===== config.mk =====
export PLATFORM = sky130hd
export DESIGN_NAME = optical_byte_rx_flat
export DESIGN_NICKNAME = d
export VERILOG_FILES = /design/src/rtl/optical_byte_rx_pkg.sv /design/src/rtl/optical_byte_rx_if.sv /design/src/rtl/optical_byte_rx_sync_2ff.sv /design/src/rtl/optical_byte_rx.sv /design/src/flat_wrapper.sv
export SDC_FILE = /design/constraint.sdc
export NUM_CORES = 1
export LEC_CHECK = 0
export CELL_PAD_IN_SITES_DETAIL_PLACEMENT = 1
export CELL_PAD_IN_SITES_GLOBAL_PLACEMENT = 1
export CORE_MARGIN = 3
export CORE_UTILIZATION = 43
export DETAILED_ROUTE_END_ITERATION = 12
export PLACE_DENSITY = 0.9
export SYNTH_ARGS = -nofsm -noshare
export SYNTH_HDL_FRONTEND = slang
export SYNTH_SLANG_ARGS = --single-unit

===== constraint.sdc =====
create_clock -name clk_in -period 2 [get_ports clk_in]
set_input_delay 0.3 -clock clk_in [delete_from_list [all_inputs] [get_ports clk_in]]
set_output_delay 0.3 -clock clk_in [all_outputs]
set_load 0.05 [all_outputs]

===== src/rtl/optical_byte_rx_pkg.sv =====
// ---------------------------------------------------------------------------
// optical_pkg
//   Types and constants shared by both ends of the optical audio link; the
//   transmitter on the other FPGA imports the same package.
//   - rx_state_e           : receiver FSM states
//   - DEFAULT_CLKS_PER_BIT : 25 MHz clock / 1 Mbit/s line rate
//   - IDLE_LEVEL           : level the line rests at between frames
//   - even_parity_ok()     : true when data plus parity bit has even weight
// ---------------------------------------------------------------------------
package optical_pkg;

  typedef enum logic [2:0] {
    IDLE   = 3'd0,
    START  = 3'd1,
    DATA   = 3'd2,
    PARITY = 3'd3,
    STOP   = 3'd4,
    BREAK  = 3'd5
  } rx_state_e;

  localparam int   DEFAULT_CLKS_PER_BIT = 25;
  localparam logic IDLE_LEVEL           = 1'b1;

  function automatic logic even_parity_ok(input logic [7:0] data, input logic par);
    return (^{data, par}) == 1'b0;
  endfunction

endpackage


===== src/rtl/optical_byte_rx_if.sv =====
// ---------------------------------------------------------------------------
// optical_byte_rx_if
//   Line input and byte/status outputs of the optical byte receiver.
//   Parameter COUNT_W : width of byte_count_out.
//   Signals:
//     rx_in           raw optical line (idle high, asynchronous)
//     data_out[7:0]   last good byte
//     valid_out       one-cycle strobe, data_out is new
//     framing_err_out one-cycle strobe, stop bit sampled low
//     parity_err_out  one-cycle strobe, parity mismatch
//     byte_count_out  saturating count of good bytes
//     busy_out        receiver is not idle
//   Modports: master = receiver, slave = line driver / byte consumer.
// ---------------------------------------------------------------------------
interface optical_byte_rx_if #(
  parameter int COUNT_W = 16
);
  logic               rx_in;
  logic [7:0]         data_out;
  logic               valid_out;
  logic               framing_err_out;
  logic               parity_err_out;
  logic [COUNT_W-1:0] byte_count_out;
  logic               busy_out;

  modport master (
    input  rx_in,
    output data_out, valid_out, framing_err_out, parity_err_out,
           byte_count_out, busy_out
  );

  modport slave (
    output rx_in,
    input  data_out, valid_out, framing_err_out, parity_err_out,
           byte_count_out, busy_out
  );
endinterface


===== src/rtl/optical_byte_rx_sync_2ff.sv =====
// ---------------------------------------------------------------------------
// sync_2ff
//   1-bit two-flop synchronizer for the asynchronous photodiode line.
//   Both flops preset to the idle line level while reset is asserted, so a
//   reset never looks like a falling start edge.
//   Ports:
//     clk_in   : destination clock
//     rst_n_in : asynchronous active-low reset (presets flops to 1)
//     d_in     : asynchronous input
//     q_out    : synchronized output, 2 cycles of latency
// ---------------------------------------------------------------------------
module sync_2ff
  import optical_pkg::*;
(
  input  logic clk_in,
  input  logic rst_n_in,
  input  logic d_in,
  output logic q_out
);

  logic [1:0] stage_reg;

  always_ff @(posedge clk_in or negedge rst_n_in) begin
    if (!rst_n_in) begin
      stage_reg <= {2{IDLE_LEVEL}};
    end else begin
      stage_reg <= {stage_reg[0], d_in};
    end
  end

  assign q_out = stage_reg[1];

endmodule


===== src/rtl/optical_byte_rx.sv =====
// ---------------------------------------------------------------------------
// optical_byte_rx
//   Receive end of the optical audio link. Recovers 8-bit asynchronous
//   serial frames (start, d0..d7 LSB first, [parity], stop) from the
//   photodiode line, presents each good byte with a one-cycle valid strobe
//   and keeps a saturating count of good bytes for the debug display.
//
//   Parameters:
//     CLKS_PER_BIT : clock cycles per serial bit (>= 4)
//     COUNT_W      : width of the good-byte counter
//   Ports:
//     clk_in   : system clock
//     rst_n_in : asynchronous active-low reset
//     bus      : optical_byte_rx_if.master (rx_in in; data/strobes/count/busy out)
//
//   Build option:
//     OPTICAL_RX_PARITY_EN - frames carry an even-parity bit after d7 and
//                            parity_err_out is live; otherwise there is no
//                            parity bit and parity_err_out is tied low.
// ---------------------------------------------------------------------------
module optical_byte_rx
  import optical_pkg::*;
#(
  parameter int CLKS_PER_BIT = DEFAULT_CLKS_PER_BIT,
  parameter int COUNT_W      = 16
) (
  input  logic                clk_in,
  input  logic                rst_n_in,
  optical_byte_rx_if.master   bus
);

  localparam int CNT_W = $clog2(CLKS_PER_BIT);
  localparam logic [CNT_W-1:0]   HALF_CNT  = CNT_W'(CLKS_PER_BIT / 2);
  localparam logic [CNT_W-1:0]   LAST_CNT  = CNT_W'(CLKS_PER_BIT - 1);
  localparam logic [COUNT_W-1:0] COUNT_MAX = {COUNT_W{1'b1}};

  logic rx_s;

  sync_2ff u_sync (
    .clk_in   (clk_in),
    .rst_n_in (rst_n_in),
    .d_in     (bus.rx_in),
    .q_out    (rx_s)
  );

  rx_state_e          state_reg,   state_next;
  logic [CNT_W-1:0]   cnt_reg,     cnt_next;
  logic [7:0]         shift_reg,   shift_next;
  logic [2:0]         bit_idx_reg, bit_idx_next;
  logic [7:0]         data_reg,    data_next;
  logic [COUNT_W-1:0] count_reg,   count_next;
  logic               valid_reg,   valid_next;
  logic               ferr_reg,    ferr_next;
  logic               parity_ok;
`ifdef OPTICAL_RX_PARITY_EN
  logic               par_reg,     par_next;
  logic               perr_reg,    perr_next;

  assign parity_ok = even_parity_ok(shift_reg, par_reg);
`else
  assign parity_ok = 1'b1;
`endif

  // State register. Reset parks the FSM in BREAK so it only enters IDLE
  // once the synchronized line has been seen high.
  always_ff @(posedge clk_in or negedge rst_n_in) begin
    if (!rst_n_in) begin
      state_reg   <= BREAK;
      cnt_reg     <= '0;
      shift_reg   <= '0;
      bit_idx_reg <= '0;
      data_reg    <= '0;
      count_reg   <= '0;
      valid_reg   <= 1'b0;
      ferr_reg    <= 1'b0;
`ifdef OPTICAL_RX_PARITY_EN
      par_reg     <= 1'b0;
      perr_reg    <= 1'b0;
`endif
    end else begin
      state_reg   <= state_next;
      cnt_reg     <= cnt_next;
      shift_reg   <= shift_next;
      bit_idx_reg <= bit_idx_next;
      data_reg    <= data_next;
      count_reg   <= count_next;
      valid_reg   <= valid_next;
      ferr_reg    <= ferr_next;
`ifdef OPTICAL_RX_PARITY_EN
      par_reg     <= par_next;
      perr_reg    <= perr_next;
`endif
    end
  end

  // Next-state and output logic. The bit-period counter free-runs by default
  // and is cleared at every sample point, so each sample lands exactly one
  // bit period after the previous one.
  always_comb begin
    state_next   = state_reg;
    cnt_next     = cnt_reg + 1'b1;
    shift_next   = shift_reg;
    bit_idx_next = bit_idx_reg;
    data_next    = data_reg;
    count_next   = count_reg;
    valid_next   = 1'b0;
    ferr_next    = 1'b0;
`ifdef OPTICAL_RX_PARITY_EN
    par_next     = par_reg;
    perr_next    = 1'b0;
`endif

    case (state_reg)
      IDLE: begin
        cnt_next = '0;
        if (rx_s != IDLE_LEVEL) begin
          state_next = START;
        end
      end

      START: begin
        // Mid-start-bit check rejects short low glitches.
        if (cnt_reg == HALF_CNT) begin
          cnt_next = '0;
          if (rx_s == IDLE_LEVEL) begin
            state_next = IDLE;
          end else begin
            state_next   = DATA;
            bit_idx_next = '0;
          end
        end
      end

      DATA: begin
        if (cnt_reg == LAST_CNT) begin
          cnt_next     = '0;
          // LSB arrives first, so shifting in at the MSB leaves d0 at bit 0.
          shift_next   = {rx_s, shift_reg[7:1]};
          bit_idx_next = bit_idx_reg + 1'b1;
          if (bit_idx_reg == 3'd7) begin
`ifdef OPTICAL_RX_PARITY_EN
            state_next = PARITY;
`else
            state_next = STOP;
`endif
          end
        end
      end

`ifdef OPTICAL_RX_PARITY_EN
      PARITY: begin
        if (cnt_reg == LAST_CNT) begin
          cnt_next   = '0;
          par_next   = rx_s;
          state_next = STOP;
        end
      end
`endif

      STOP: begin
        if (cnt_reg == LAST_CNT) begin
          cnt_next = '0;
          if (rx_s != IDLE_LEVEL) begin
            // Framing error wins over parity; BREAK stops a stuck-low line
            // from being decoded as an endless run of zero frames.
            ferr_next  = 1'b1;
            state_next = BREAK;
          end else if (!parity_ok) begin
`ifdef OPTICAL_RX_PARITY_EN
            perr_next  = 1'b1;
`endif
            state_next = IDLE;
          end else begin
            data_next  = shift_reg;
            valid_next = 1'b1;
            if (count_reg != COUNT_MAX) begin
              count_next = count_reg + 1'b1;
            end
            state_next = IDLE;
          end
        end
      end

      BREAK: begin
        cnt_next = '0;
        if (rx_s == IDLE_LEVEL) begin
          state_next = IDLE;
        end
      end

      default: begin
        state_next = BREAK;
      end
    endcase
  end

  assign bus.data_out        = data_reg;
  assign bus.valid_out       = valid_reg;
  assign bus.framing_err_out = ferr_reg;
  assign bus.byte_count_out  = count_reg;
  assign bus.busy_out        = (state_reg != IDLE);
`ifdef OPTICAL_RX_PARITY_EN
  assign bus.parity_err_out  = perr_reg;
`else
  assign bus.parity_err_out  = 1'b0;
`endif

endmodule


===== src/flat_wrapper.sv =====
// flat-port wrapper written by rule: the top's interface ports become plain ports
module optical_byte_rx_flat import optical_pkg::*;
#(
  parameter int CLKS_PER_BIT = DEFAULT_CLKS_PER_BIT,
  parameter int COUNT_W      = 16
)
  (clk_in, rst_n_in, bus_rx_in, bus_data_out, bus_valid_out, bus_framing_err_out, bus_parity_err_out, bus_byte_count_out, bus_busy_out);
  optical_byte_rx_if #(.COUNT_W(COUNT_W)) bus_i ();
  input  logic clk_in;
  input  logic rst_n_in;
  input wire logic [$bits(bus_i.rx_in)-1:0] bus_rx_in;
  output wire logic [$bits(bus_i.data_out)-1:0] bus_data_out;
  output wire logic [$bits(bus_i.valid_out)-1:0] bus_valid_out;
  output wire logic [$bits(bus_i.framing_err_out)-1:0] bus_framing_err_out;
  output wire logic [$bits(bus_i.parity_err_out)-1:0] bus_parity_err_out;
  output wire logic [$bits(bus_i.byte_count_out)-1:0] bus_byte_count_out;
  output wire logic [$bits(bus_i.busy_out)-1:0] bus_busy_out;
  assign bus_i.rx_in = bus_rx_in;
  assign bus_data_out = bus_i.data_out;
  assign bus_valid_out = bus_i.valid_out;
  assign bus_framing_err_out = bus_i.framing_err_out;
  assign bus_parity_err_out = bus_i.parity_err_out;
  assign bus_byte_count_out = bus_i.byte_count_out;
  assign bus_busy_out = bus_i.busy_out;
  optical_byte_rx #(.CLKS_PER_BIT(CLKS_PER_BIT), .COUNT_W(COUNT_W)) u_core (.clk_in(clk_in), .rst_n_in(rst_n_in), .bus(bus_i));
endmodule

Word-level counts from Yosys, hierarchy flattened
Cells that the tools add are included.
- bits in registers: 47
- latch bits: 0
- bits in writable memories: 0
- memory bits (read-only): 0
- input bits: 3
- output and inout port bits: 28
- logic and storage cells: 59
- memories kept: 0
- add/subtract/negate cells: 3
- $mul: 0
- divide/modulo/power cells: 0
- order comparisons: 0
- equal/unequal tests: 15
- shift-type cells: 0
- mux-type cells: 22
- bitwise logic cells: 0
- reduce and logical (&&, ||, !) cells: 10
- operators by type and width (operator ; count):
    2-to-1 mux 3 bit ; 10
    adder 16 x 1 -> 16 bit (second input constant) ; 1
    != test 16 bit (second input constant) ; 1
    case mux 3 bit (5 select lines) ; 1
    case mux 5 bit (3 select lines) ; 1
    2-to-1 mux 5 bit ; 2
    equality test 3 bit (second input constant) ; 3
    != test 2 x 1 -> 1 bit (second input constant) ; 4
    AND reduction 4 bit ; 2
    2-to-1 mux 1 bit ; 6
    != test 2 bit (second input constant) ; 3
    case mux 3 bit (2 select lines) ; 1
    AND reduction 6 bit ; 1
    adder 5 x 1 -> 5 bit (second input constant) ; 1
    equality test 5 x 4 -> 1 bit (second input constant) ; 1
    equality test 5 bit (second input constant) ; 1
    OR reduction 2 bit ; 2
    adder 3 x 1 -> 3 bit (second input constant) ; 1
    equality test 3 x 1 -> 1 bit (second input constant) ; 1
    equality test 3 x 2 -> 1 bit (second input constant) ; 1
    zero test 3 bit ; 1
    AND reduction 3 bit ; 1
    nonzero test 3 bit ; 1
    2-to-1 mux 2 bit ; 1
    2 further kinds ; 2

Depth between registers and ports, before layout
Gate-level depths: netlist of the first run.
- depth in word-level cells: 4
- gate-level depth with buffers: 8
- gate-level depth less buffers: 6

Hierarchy
Synthesis of the first run repeated with hierarchy kept, for this count alone.
- cells, all modules: 184
- area, all modules: 2214.6 um2
- by module, submodules not included (module ; instances ; cells each ; area an instance (um2) ; seq. area each (um2)):
    optical_byte_rx ; 1 ; 182 ; 2162.1 ; 1128.6
    sync_2ff ; 1 ; 2 ; 52.6 ; 52.6

Least setup slack after synthesis of the first run
No wires, ideal clock.
- kind: reg2reg
- start: reg u_core.count_reg[0], in the netlist u_core.bus.byte_count_out[0]
- end: reg u_core.count_reg[13], in the netlist u_core.bus.byte_count_out[13]
- setup time: 0.147 ns
- arrival: 1.906 ns
- required time: 1.853 ns
- setup slack: -0.053 ns
- cell stages (with the launch flop): 7
- path buffers: 1
- period minus slack after synthesis: 2.053 ns
- cells stage by stage: dfrtp_1 > ha_1 > nand4_1 > nor4_1 > buf_2 > nor3_1 > xor2_1
- word-level cells in the longest chain between the ends: 2
- elaborated cells between the ends (all ways): 3
- those cells by class: add/sub (1); eq/ne (1); reduce/logical (1)
- RTL lines (element ; RTL line ; text):
    from (decl) ; optical_byte_rx.sv:51 ; logic [COUNT_W-1:0] count_reg, count_next;
    from (signal assigned) ; optical_byte_rx.sv:86 ; count_reg <= count_next;
    branches (longest 2 deep; another with adder 16 x 1 -> 16 bit) ; -- ;
Parallel ways; which one is timed is not known.
A chain may end at the register's enable or synchronous reset.

Worst setup path in the final report of the first run
- start: reg u_core.cnt_reg[0]
- end: reg u_core.bit_idx_reg[0]
- word-level cells in the longest chain between the ends: 3
- elaborated cells between the ends (all ways): 5
- those cells by class: eq/ne (4); reduce/logical (1)
- RTL lines (element ; RTL line ; text):
    from (decl) ; optical_byte_rx.sv:47 ; logic [CNT_W-1:0] cnt_reg, cnt_next;
    from (signal assigned) ; optical_byte_rx.sv:82 ; cnt_reg <= cnt_next;
    equality test 5 bit or equality test 5 x 4 -> 1 bit (tied branches) ; optical_byte_rx.sv:135, optical_byte_rx.sv:123 ;
    != test 2 x 1 -> 1 bit (no line) ; -- ;
    AND reduction 4 bit (no line) * ; -- ;
    to (signal assigned) ; optical_byte_rx.sv:84 ; bit_idx_reg <= bit_idx_next;
    to (decl) ; optical_byte_rx.sv:49 ; logic [2:0] bit_idx_reg, bit_idx_next;
Every way passes the cells marked *; elsewhere a longest branch is shown, timed or not.

==> results.json, run 1 <==
{
  "status": "finished, final reports clean",
  "synth-edff-count": 0,
  "synthArstFlopShare_pct": 100,
  "grt_pass1_wl_microns": 8600,
  "syn_area_sq_um": 2170,
  "critPathLaunchType": "flip-flop",
  "ir_drop_mv": 0.475,
  "gp_congestion": 0.756,
  "p_per_area_nw_per_um2": 748,
  "setup_slack_ns": 0.00533,
  "drt_wl_total_microns": 5440,
  "syn_inst": 179,
  "hold_buffers": 0,
  "skew_ns": 0.00506,
  "cts.sinks": 47,
  "drive_gt1_share_pct": 28.9,
  "start_util_pct": 45.4,
  "first_iter_violations": 97,
  "dieWidth_microns": 77.1,
  "synth_top_area_share_pct": 49.6,
  "critPathCaptureType": "flip-flop",
  "m1WireLength_microns": 2220,
  "cts_buffer_depth": 2,
  "grt_max_degree": 48,
  "hpwl_microns": 3630,
  "wl_per_cell_microns": 19.1,
  "dpl.cell_count": 274,
  "yosys_most_used_dff": "dfrtp_1",
  "setup_viol": 0,
  "synth_cell_types": 43,
  "htreeDepth": 2,
  "clockRootBuffer": "clkbuf_8",
  "num_io_pins": 31,
  "grt_usage_pct": 18.8,
  "syn-num-nets": 187,
  "tritoncts": "yes",
  "dp_slack_ns": -0.0477,
  "dieArea_sq_um": 5940,
  "final_common_cell": "dfrtp_1",
  "drcViolationCount": 0,
  "rsz0062_at_grt": "true",
  "r2r_slack_ns": 0.005,
  "avgSynthCellArea_sq_um": 12.1,
  "yosys-top-cells-area": "dfrtp_1, mux2_2, xor2_1, dfstp_2, ha_1",
  "viasPerCell": 5.44,
  "grt_overflow": 0,
  "yosys_warnings": 0,
  "hold_path.class": "primary input to async pin",
  "layout_common_cells": "dfrtp_1, clkdlybuf4s50_1, mux2_2",
  "nets": 225,
  "fin_area_sq_um": 2760,
  "placed_cell_area_sq_um": 2540,
  "drv_cap": 0,
  "utilization_pct": 57.7,
  "relSlewSlack_pct": 61.9,
  "insertion_delay_ns": 0.30,
  "syn2layout_area_growth_pct": 27.1,
  "critical_path_peak_fanout": 4,
  "rows": 25,
  "diodes": 0,
  "fin_tns_setup_ns": 0,
  "met3_wirelength_microns": 203,
  "synth-seq-area-share_pct": 54.4,
  "yosys_register_bits": 47,
  "dr_wl_met2_microns": 2880,
  "fin_cells": 285,
  "setup.worst_path.class": "flip-flop to flip-flop",
  "fmax_ghz": 0.501,
  "finalMaxSlewViolations": 0,
  "numPortBuffers": 29,
  "post-route-period-util_pct": 99.7,
  "antenna_found_initial": 0,
  "crit_arrival_ns": 2.18,
  "detail-route-antenna-nets": 0,
  "vias": 1551,
  "clkTransAtPathRegs_ns": 0.08,
  "dr.max_layer_used": "met4",
  "grt_pass1_vias": 1703,
  "largest_reg_flops": 16,
  "p_leak_nw": 1.35,
  "hold_viol": 0,
  "core_area_sq_um": 4790,
  "finalCriticalPeriod_ns": 1.99,
  "worst_pin_slew_ns": 0.572,
  "die_height_microns": 77.1,
  "required_ns": 2.19,
  "firstDrtPassIters": 4,
  "synth_top_area_cell": "dfrtp_1",
  "numCtsBuffers": 5
}
## cells in the mapped netlist, types with 2 or more instances
library cell	instances
dfrtp_1	43
mux2_2	20
xor2_1	15
nand2_1	13
nor3_1	10
nor2_1	7
nand3_1	6
nor2b_1	6
ha_1	5
dfstp_2	4
nand4_1	4
a22o_1	3
inv_1	3
nor3b_1	3
nor4_1	3
and3_1	2
and4_1	2
buf_4	2
buf_6	2
clkbuf_1	2
o21ai_0	2
## repair_timing
| action | CTS | global route |
|---|---|---|
| buffers inserted | 0 | 3 |
| resized for setup | 1 | 19 |
| pin swaps | 0 | 3 |
| setup endpoints to repair | 8 | 30 |
## worst paths after layout
| kind | from | end | depth (start not counted) |
|---|---|---|---|
| setup / recovery | u_core.cnt_reg[0]$_DFF_PN0_ | u_core.bit_idx_reg[0]$_DFFE_PN0P_ | 6 |
| hold / removal | rst_n_in | u_core.shift_reg[1]$_DFFE_PN0P_ | 2 |
| setup reg to reg | u_core.cnt_reg[0]$_DFF_PN0_ | u_core.bit_idx_reg[0]$_DFFE_PN0P_ | 6 |
| hold reg to reg | u_core.u_sync.stage_reg[0]$_DFF_PN1_ | u_core.u_sync.stage_reg[1]$_DFF_PN1_ | 0 |
| max in group asynchronous | rst_n_in | u_core.bus.byte_count_out[0]$_DFFE_PN0P_ | 2 |
| min in group clk_in | u_core.u_sync.stage_reg[0]$_DFF_PN1_ | u_core.u_sync.stage_reg[1]$_DFF_PN1_ | 0 |
## metal layers
metal | global-route usage [%] | vias to the layer above
li1 | - | 705
met1 | 21.6 | 798
met2 | 32.4 | 35
met3 | 5.16 | 13
met4 | 8.72 | 0
met5 | 0 | -
## kinds of logic (layout without fill, tap and decap cells)
kind of cell / Yosys count / count (layout) / share of synthesized area [%]
compound gates: 12 / 12 / 4.09
xor+xnor: 16 / 16 / 6.46
fa+ha+maj: 5 / 5 / 2.88
buf+inv: 11 / 50 / 3.05
flops: 47 / 47 / 54.4
mux: 20 / 20 / 10.4
other cells: 1 / 1 / 0.173
simple gates: 67 / 67 / 18.6
## critical path, cell delays in order (launching register included)
cell      delay (ns)
dfrtp_1         0.42
inv_1           0.08
ha_2            0.17
nand4b_1        0.16
or4b_4          0.56
a21o_1          0.23
mux2_4          0.27
## layout make-up
type / count / area (sq um)
Inverter: 3 / 11.3
Clock buffer: 8 / 100
Sequential cell: 47 / 1180
Timing Repair Buffer: 39 / 367
Fill cell: 480 / 2030
Multi-Input combinational cell: 121 / 1010
Tap cell: 67 / 83.8
## stage by stage
stage               hold WS (ns)  total power, mW
floorplan                0.00441             1.33
global placement           0.347             1.42
detailed placement         0.347             1.44
CTS                       0.0906             2.06
global route               0.109             2.18
finish                    0.0659             2.07
## where the power goes
group | switching, mW | total (mW) | internal (mW)
registers | 0.0916 | 1.11 | 1.02
clock network | 0.306 | 0.622 | 0.316
logic | 0.169 | 0.330 | 0.161
Note: power is estimated with default switching activity, not from simulation.
==> run 2: changes to the inputs <==
- CORE_UTILIZATION: 43 -> 40
- PLACE_DENSITY: 0.9 -> 0.86
==> run 2 against run 1 <==
  * Sequential power hardly changed
  * Final area grew 0.14%
  * Final cell count rose by 1.8%
  * Hold slack improved by 0.0022 ns
  * Flip-flop and latch count did not move
  * Die area is 6.9% higher
  * Non-clock buffer count grew 2
  * Critical path depth rose by 1
  * Clock skew up 0.0040 ns
  * Total power rose by 12%
  * Global-route usage down 0.97 points
  * Fmax is 2.6% higher
==> results.json, run 2 (synthesis results as in run 1) <==
{
  "dp_slack_ns": -0.00455,
  "finalCriticalPeriod_ns": 1.94,
  "die_height_microns": 79.7,
  "core_area_sq_um": 5170,
  "gp_congestion": 0.778,
  "p_per_area_nw_per_um2": 838,
  "grt_max_degree": 48,
  "clkTransAtPathRegs_ns": 0.09,
  "insertion_delay_ns": 0.30,
  "vias": 1557,
  "finalMaxSlewViolations": 0,
  "p_total_mw": 2.32,
  "dpl.cell_count": 277,
  "dieArea_sq_um": 6350,
  "detail-route-antenna-nets": 0,
  "num-fill-cells": 544,
  "largest_reg_flops": 16,
  "cts_buffer_depth": 2,
  "grt_overflow": 0,
  "fin_cells": 290,
  "drive_gt1_share_pct": 26.4,
  "fin_area_sq_um": 2760,
  "r2r-start": "u_core.cnt_reg[0]$_DFF_PN0_",
  "num_io_pins": 31,
  "post-route-period-util_pct": 97.2,
  "layout_common_cells": "dfrtp_1, clkdlybuf4s50_1, mux2_2",
  "first_iter_violations": 98,
  "reg2regPathDepth": 7,
  "fmax_ghz": 0.515,
  "relSlewSlack_pct": 60.4,
  "hold_viol": 0,
  "grt_pass1_wl_microns": 8670,
  "utilization_pct": 53.4,
  "numPortBuffers": 29,
  "drcViolationCount": 0,
  "firstDrtPassIters": 4,
  "drt_wl_total_microns": 5140,
  "status": "finished, final reports clean",
  "clockRootBuffer": "clkbuf_8",
  "worst_pin_slew_ns": 0.595,
  "start_util_pct": 42.0,
  "setup.worst_path.class": "flip-flop to flip-flop",
  "critPathLaunchType": "flip-flop",
  "final_common_cell": "dfrtp_1",
  "regArea_sq_um": 1180,
  "placed_cell_area_sq_um": 2540,
  "diodes": 0,
  "wl_per_cell_microns": 17.7,
  "r2r_slack_ns": 0.06,
  "ir_drop_mv": 0.455,
  "hpwl_microns": 3170,
  "syn2layout_area_growth_pct": 27.3,
  "hold_buffers": 0,
  "crit_arrival_ns": 2.13,
  "grt_usage_pct": 17.8,
  "multi_input_area_sq_um": 966,
  "required_ns": 2.19,
  "setup_slack_ns": 0.0568,
  "critPathCaptureType": "flip-flop",
  "critical_path_peak_fanout": 10,
  "tritoncts": "yes",
  "setup_viol": 0,
  "htreeDepth": 2,
  "p_leak_nw": 1.36,
  "viasPerCell": 5.37,
  "rsz0062_at_grt": "true",
  "nets": 227,
  "antenna_found_initial": 0,
  "cts.sinks": 47,
  "hold_path.class": "primary input to async pin",
  "rows": 26,
  "skew_ns": 0.00910,
  "grt_pass1_vias": 1691,
  "drv_cap": 0,
  "r2r-end": "u_core.shift_reg[5]$_DFFE_PN0P_",
  "numCtsBuffers": 5,
  "dieWidth_microns": 79.7
}
-- run 2: changes by cell type in the layout (fill, tap and decap cells not counted), sizes merged --
cell           before  now
dlymetal6s2s        2    1
bufinv              0    2
clkbuf              8    6
clkdlybuf4s50      25   26
buf                12   14
-- run 2: per-stage QoR --
step	TNS (ns)	hold WS [ns]
6_report	0	0.0681
5_1_grt	-0.520	0.116
4_1_cts	-0.00671	0.102
3_5_place_dp	-0.00455	0.347
3_3_place_gp	0	0.347
2_1_floorplan	0	0.00441
-- run 2: area by class of cell --
cell class                      count  area share [%]
Clock buffer                        6            2.63
Clock inverter                      2            2.17
Inverter                            3           0.407
Multi-Input combinational cell    121            34.9
Sequential cell                    47            42.8
Tap cell                           70            3.17
Timing Repair Buffer               41            13.9
-- run 2: worst max-delay path: stages, from the launching register on --
cell	delay [ns]
dfrtp_1	0.40
inv_1	0.07
ha_2	0.18
and4b_2	0.36
nand2b_4	0.09
nor3b_2	0.20
buf_6	0.18
mux2_2	0.34
-- run 2: per-layer routing --
| metal | routed length (microns) | part of all wire, % | vias to the layer above | global-route usage, % |
|---|---|---|---|---|
| li1 | - | - | 712 | - |
| met1 | 2260 | 44 | 809 | 22.5 |
| met2 | 2670 | 52 | 32 | 30.0 |
| met3 | 169 | 3.3 | 4 | 4.18 |
| met4 | 39 | 0.76 | 0 | 5.67 |
| met5 | 0 | 0 | - | 0 |
-- run 2: timing repair --
item | CTS | global route
gates resized for setup | 3 | 8
setup endpoints to repair | 7 | 24
pin swaps | 0 | 2
setup buffers | 0 | 5
-- run 2: how the worst max path moves through the flow --
| stage | from | end | slack, ns | cells past startpoint |
|---|---|---|---|---|
| after floorplan | u_core.bus.byte_count_out[0]$_DFFE_PN0P_ | u_core.bus.byte_count_out[13]$_DFFE_PN0P_ | 0.11 | 6 |
| after CTS | u_core.cnt_reg[0]$_DFF_PN0_ | u_core.bus.byte_count_out[1]$_DFFE_PN0P_ | -0.007 | 6 |
| after detailed placement | u_core.cnt_reg[0]$_DFF_PN0_ | u_core.bus.byte_count_out[1]$_DFFE_PN0P_ | -0.005 | 6 |
| final | u_core.cnt_reg[0]$_DFF_PN0_ | u_core.shift_reg[5]$_DFFE_PN0P_ | 0.06 | 7 |
| after global placement | u_core.cnt_reg[0]$_DFF_PN0_ | u_core.cnt_reg[0]$_DFF_PN0_ | 0.12 | 8 |
| after global routing | u_core.cnt_reg[0]$_DFF_PN0_ | u_core.bus.byte_count_out[3]$_DFFE_PN0P_ | -0.05 | 6 |
-- run 2: power breakdown --
part / internal, mW / total, mW / switching [mW] / leakage (nW)
Clock: 0.500 / 0.826 / 0.326 / 0.0654
Combinational: 0.187 / 0.387 / 0.200 / 0.661
Sequential: 1.02 / 1.10 / 0.0806 / 0.632
